## src/rtl/ram_pkg.sv

```systemverilog
// Shared types for the single-port RAM: controller states and read-during-write modes.
package ram_pkg;

  typedef enum logic {
    CLEAR = 1'b0,
    READY = 1'b1
  } state_t;

  localparam int RDW_OLD     = 0;
  localparam int RDW_THROUGH = 1;

endpackage

```

## src/rtl/ram_be_merge.sv

```systemverilog
// Byte-enable merge: bytes with be set come from the new word, others keep the old word.
module ram_be_merge #(
  parameter int DATA_W = 8
) (
  input  logic [DATA_W-1:0]   i_old,
  input  logic [DATA_W-1:0]   i_new,
  input  logic [DATA_W/8-1:0] i_be,
  output logic [DATA_W-1:0]   o_merged
);

  always_comb begin
    o_merged = i_old;
    for (int unsigned i = 0; i < DATA_W / 8; i++) begin
      if (i_be[i]) o_merged[8*i +: 8] = i_new[8*i +: 8];
    end
  end

endmodule

```

## src/rtl/ram_sp_param.sv

```systemverilog
// Single-port RAM with byte enables, power-on clear sequencer, 1-cycle registered read
// and selectable read-during-write behaviour.
module ram_sp_param
  import ram_pkg::*;
#(
  parameter int              DATA_W    = 8,
  parameter int              ADDR_W    = 5,
  parameter int              RDW_MODE  = RDW_OLD,
  parameter logic [DATA_W-1:0] CLEAR_VAL = '0,
  parameter logic [DATA_W-1:0] IDLE_VAL  = '1
) (
  input  logic                clk,
  input  logic                rst,
  input  logic                chip_s,
  input  logic                w_en,
  input  logic                r_en,
  input  logic                o_en,
  input  logic [DATA_W/8-1:0] be,
  input  logic [ADDR_W-1:0]   address,
  input  logic [DATA_W-1:0]   data_in,
  output logic [DATA_W-1:0]   data_out,
  output logic                rd_valid,
  output logic                busy
);

  localparam int              DEPTH = 2 ** ADDR_W;
  localparam logic [ADDR_W-1:0] LAST = ADDR_W'(DEPTH - 1);

  logic [DATA_W-1:0] r_mem [DEPTH];
  state_t            r_state;
  logic [ADDR_W-1:0] r_ptr;
  logic [DATA_W-1:0] r_rd;
  logic              r_rd_valid;

  logic              w_ready;
  logic              w_wr_acc;
  logic              w_rd_acc;
  logic [DATA_W-1:0] w_old;
  logic [DATA_W-1:0] w_merged;
  logic [DATA_W-1:0] w_rd_next;

  assign w_ready  = (r_state == READY);
  assign w_wr_acc = w_ready & chip_s & w_en;
  assign w_rd_acc = w_ready & chip_s & r_en;
  assign w_old    = r_mem[address];

  // One merge feeds both the memory write and the write-through read path
  ram_be_merge #(
    .DATA_W (DATA_W)
  ) u_merge (
    .i_old    (w_old),
    .i_new    (data_in),
    .i_be     (be),
    .o_merged (w_merged)
  );

  assign w_rd_next = ((RDW_MODE == RDW_THROUGH) && w_wr_acc) ? w_merged : w_old;

  always_ff @(posedge clk) begin
    if (rst) begin
      r_state    <= CLEAR;
      r_ptr      <= '0;
      r_rd       <= '0;
      r_rd_valid <= 1'b0;
    end else begin
      r_rd_valid <= 1'b0;
      case (r_state)
        CLEAR: begin
          if (r_ptr == LAST) r_state <= READY;
          else               r_ptr   <= r_ptr + ADDR_W'(1);
        end
        READY: begin
          r_rd_valid <= w_rd_acc;
          if (w_rd_acc) r_rd <= w_rd_next;
        end
        default: r_state <= CLEAR;
      endcase
    end
  end

  // Memory array carries no reset; the clear sequence is its only initialisation
  always_ff @(posedge clk) begin
    if (!rst) begin
      if (r_state == CLEAR) r_mem[r_ptr]   <= CLEAR_VAL;
      else if (w_wr_acc)    r_mem[address] <= w_merged;
    end
  end

  assign rd_valid = r_rd_valid;
  assign busy     = rst | (r_state == CLEAR);
  assign data_out = (chip_s & o_en) ? r_rd : IDLE_VAL;

endmodule

```

## config.mk

```make
export PLATFORM = sky130hd
export DESIGN_NAME = ram_sp_param
export DESIGN_NICKNAME = d
export VERILOG_FILES = /design/src/rtl/ram_pkg.sv /design/src/rtl/ram_be_merge.sv /design/src/rtl/ram_sp_param.sv
export SDC_FILE = /design/constraint.sdc
export NUM_CORES = 1
export LEC_CHECK = 0
export ABC_AREA = 1
export ABC_CLOCK_PERIOD_IN_PS = 3850
export BUFFER_PORTS_ARGS = -buffer_cell sky130_fd_sc_hd__buf_2
export CAP_MARGIN = 0
export CORE_ASPECT_RATIO = 1.75
export CORE_MARGIN = 1
export CORE_UTILIZATION = 62
export CTS_CLUSTER_DIAMETER = 80
export DETAILED_ROUTE_END_ITERATION = 8
export GPL_ROUTABILITY_DRIVEN = 0
export PLACE_DENSITY = 0.86
export SLEW_MARGIN = 30
export SYNTH_ARGS = -nofsm -noshare
export SYNTH_HDL_FRONTEND = slang
export SYNTH_SLANG_ARGS = --single-unit
```

## constraint.sdc

```tcl
create_clock -name clk -period 3.85 [get_ports clk]
set_input_delay 1.155 -clock clk [delete_from_list [all_inputs] [get_ports clk]]
set_output_delay 1.155 -clock clk [all_outputs]
set_load 0.02 [all_outputs]
```

==> results.cfg <==
[synth]
synth.ff_latch_count = 271
synth-seq-area-share = 0.709
postSynthNetCount = 1029
synth.distinct_cells = 23
synthesis.instances = 1007
ys.warnings.count = 0
avgSynthCellArea_um2 = 11.2
post_synth_instance_area_um2 = 11300

[floorplanning]
cell_row_count = 64
floorplan.die_area_um2 = 18700
floorplan.initialDensity = 0.640
die_width_um = 104
floorplan.io_pins = 30
die_h_um = 180
core_region_area_um2 = 17600

[drt]
wirelength_per_cell_um = 22.4
drt_iter0_drc = 917
post_drt_via_cell_ratio = 6.35
detailedRoute.firstPassIterationCount = 6
via_count = 8220
routed_wire_length_um = 29000
remaining_drc_errors = 0
route.antenna.remaining_nets = 0

[worst_setup_path]
start_kind = input pin
worst-r2r-cell-count = 9
critical_path.max_fanout = 11
critPathArrivalTime_ps = 3240
setup.worst_path.class = in -> reg
timing.critical_path.to_type = flip-flop
cp.required_ps = 4000

[clock_tree]
tritoncts_clock_tree = yes
clock_tree.root_cell = clkbuf_16
cts.sink_count = 271
cts-root-to-sink-buffers = 3
clock_latency_ps = 530
cts_inserted_buffers = 23
h_tree_levels = 1
number_of_setup_buffers_added_after_cts = 0
holdBufCountCts = 0
clock_pin_slew_worst_setup_and_hold_paths_ps = 70
cts_resized = 0

[sta]
slew_viol_final = 0
fin_worst_skew_ps = 10.8
hold_slack_ps = 501
rsz_0062_raised_after_global_routing = false
max-slew-margin-rel = 0.319
min_period_ps = 3090
clock.fmax_mhz = 323
setup_tns_ps = 0
fin_ws_ps = 757
worst_slew_pin_slew_ps = 1020
hold_viol = 0
min_period_over_period = 0.803
report.final.setup_viol = 0

[cells_and_area]
design_area_um2 = 12600
final_net_count = 1070
post_layout_nonfiller_instances = 1294
area_delta_synth_final_pct = 12.2
fin_util = 0.718
number_of_diodes_added_for_antenna_fixing = 0
drive_above_1_share = 0.140

[global_routing]
combined_global_route_utilization_of_all_metal_layers = 0.318
grt_pass1_vias = 8175
gr-usage-met2 = 0.567
grt-busiest-layer = met2
grt-ovfl-total = 0
number_of_antenna_violations_at_the_first_check_in_global_routing = 0
met3_usage = 0.0427
grt_pass1_wl_um = 44300
groute.layer.met1.usage = 0.332
pin_count_of_the_biggest_net_entering_global_routing = 65

[placed_design]
numPlacedInstances = 1254
dpl_worst_slack_ps = 301
dpl.hpwl_um = 18000
buffers_on_ports = 29
placedInstanceArea_um2 = 11900

[hold_path]
worstHoldPathCells = 2
hold_path_class = reg -> reg

[power_and_ir_drop]
power.density_cell_area_nw_per_um2 = 464
power_leakage_nw = 4.89
p_total_mw = 5.87
vdd.ir_drop.worst_mv = 0.343

[flow_run]
max_cap_viol_count = 0

[status]
outcome = finished clean
==> flip-flops by register name, summed over array words and instances (netlist names) <==
register	flops
r_ptr	5
r_rd	8
r_state	1
rd_valid	1
r_mem	256
==> per-layer routing <==
layer / routed length (um) / vias to the layer above
li1: - / 3578
met1: 8870 / 3877
met2: 15100 / 576
met3: 2380 / 189
met4: 2700 / 0
met5: 0 / -
==> critical path: stages <==
cell	delay [ps]
buf_2	130
nor2_2	140
nand3_2	270
inv_2	200
or2_1	150
o21ai_2	90
nor2_1	170
nand2_1	130
nor2_1	780
==> layout make-up <==
class	instances	area (um^2)
clock buffers	26	587
well taps	231	289
flip-flops and latches	271	7990
inverters	21	80.1
repair buffers	72	558
multi-input cells	659	3000
fillers	1101	4970
clock inverters	14	153
==> kinds of logic after synthesis <==
kind of cell,after synthesis,share of synthesized area
simple gates,610,0.232
flops,271,0.709
buf+inv,77,0.0332
compound gates,47,0.0235
fa+ha+maj,2,0.00222
==> cells in the mapped netlist, drive strengths merged <==
| cell type | count | area, um^2 |
|---|---|---|
| nor2 | 43 | 171 |
| a21oi | 20 | 100 |
| edfxtp | 256 | 7690 |
| nand3 | 214 | 1100 |
| or2 | 10 | 62.6 |
| o21ai | 27 | 165 |
| buf | 47 | 262 |
| ha | 2 | 25.0 |
| dfxtp | 15 | 300 |
| nand2 | 342 | 1280 |
| clkinv | 1 | 3.75 |
| clkbuf | 9 | 33.8 |
| nand4 | 1 | 6.26 |
| inv | 20 | 75.1 |
==> final timing paths <==
kind	from	end	slack, ps
min	r_ptr[1]	r_ptr[1]	500
max	rst	r_mem[17][6]	760
max reg2reg	r_state	r_mem[17][6]	1070
min reg2reg	r_ptr[1]	r_ptr[1]	500
==> power breakdown <==
part	switching, mW	total (mW)	internal, mW	leakage, nW
logic	0.251	0.356	0.106	1.66
registers	0.00602	3.20	3.19	2.88
clock network	1.02	2.32	1.30	0.353
==> layout by cell type, fill, tap and decap left out, drive strengths merged <==
master	instances
edfxtp	256
nand4	1
clkinvlp	3
buf	72
inv	21
clkinv	8
a21oi	20
dfxtp	15
nand2	342
bufinv	3
nand3	214
clkbuf	26
or2	10
o21ai	27
ha	2
nor2	43
Power figures use the tool's default switching activity.
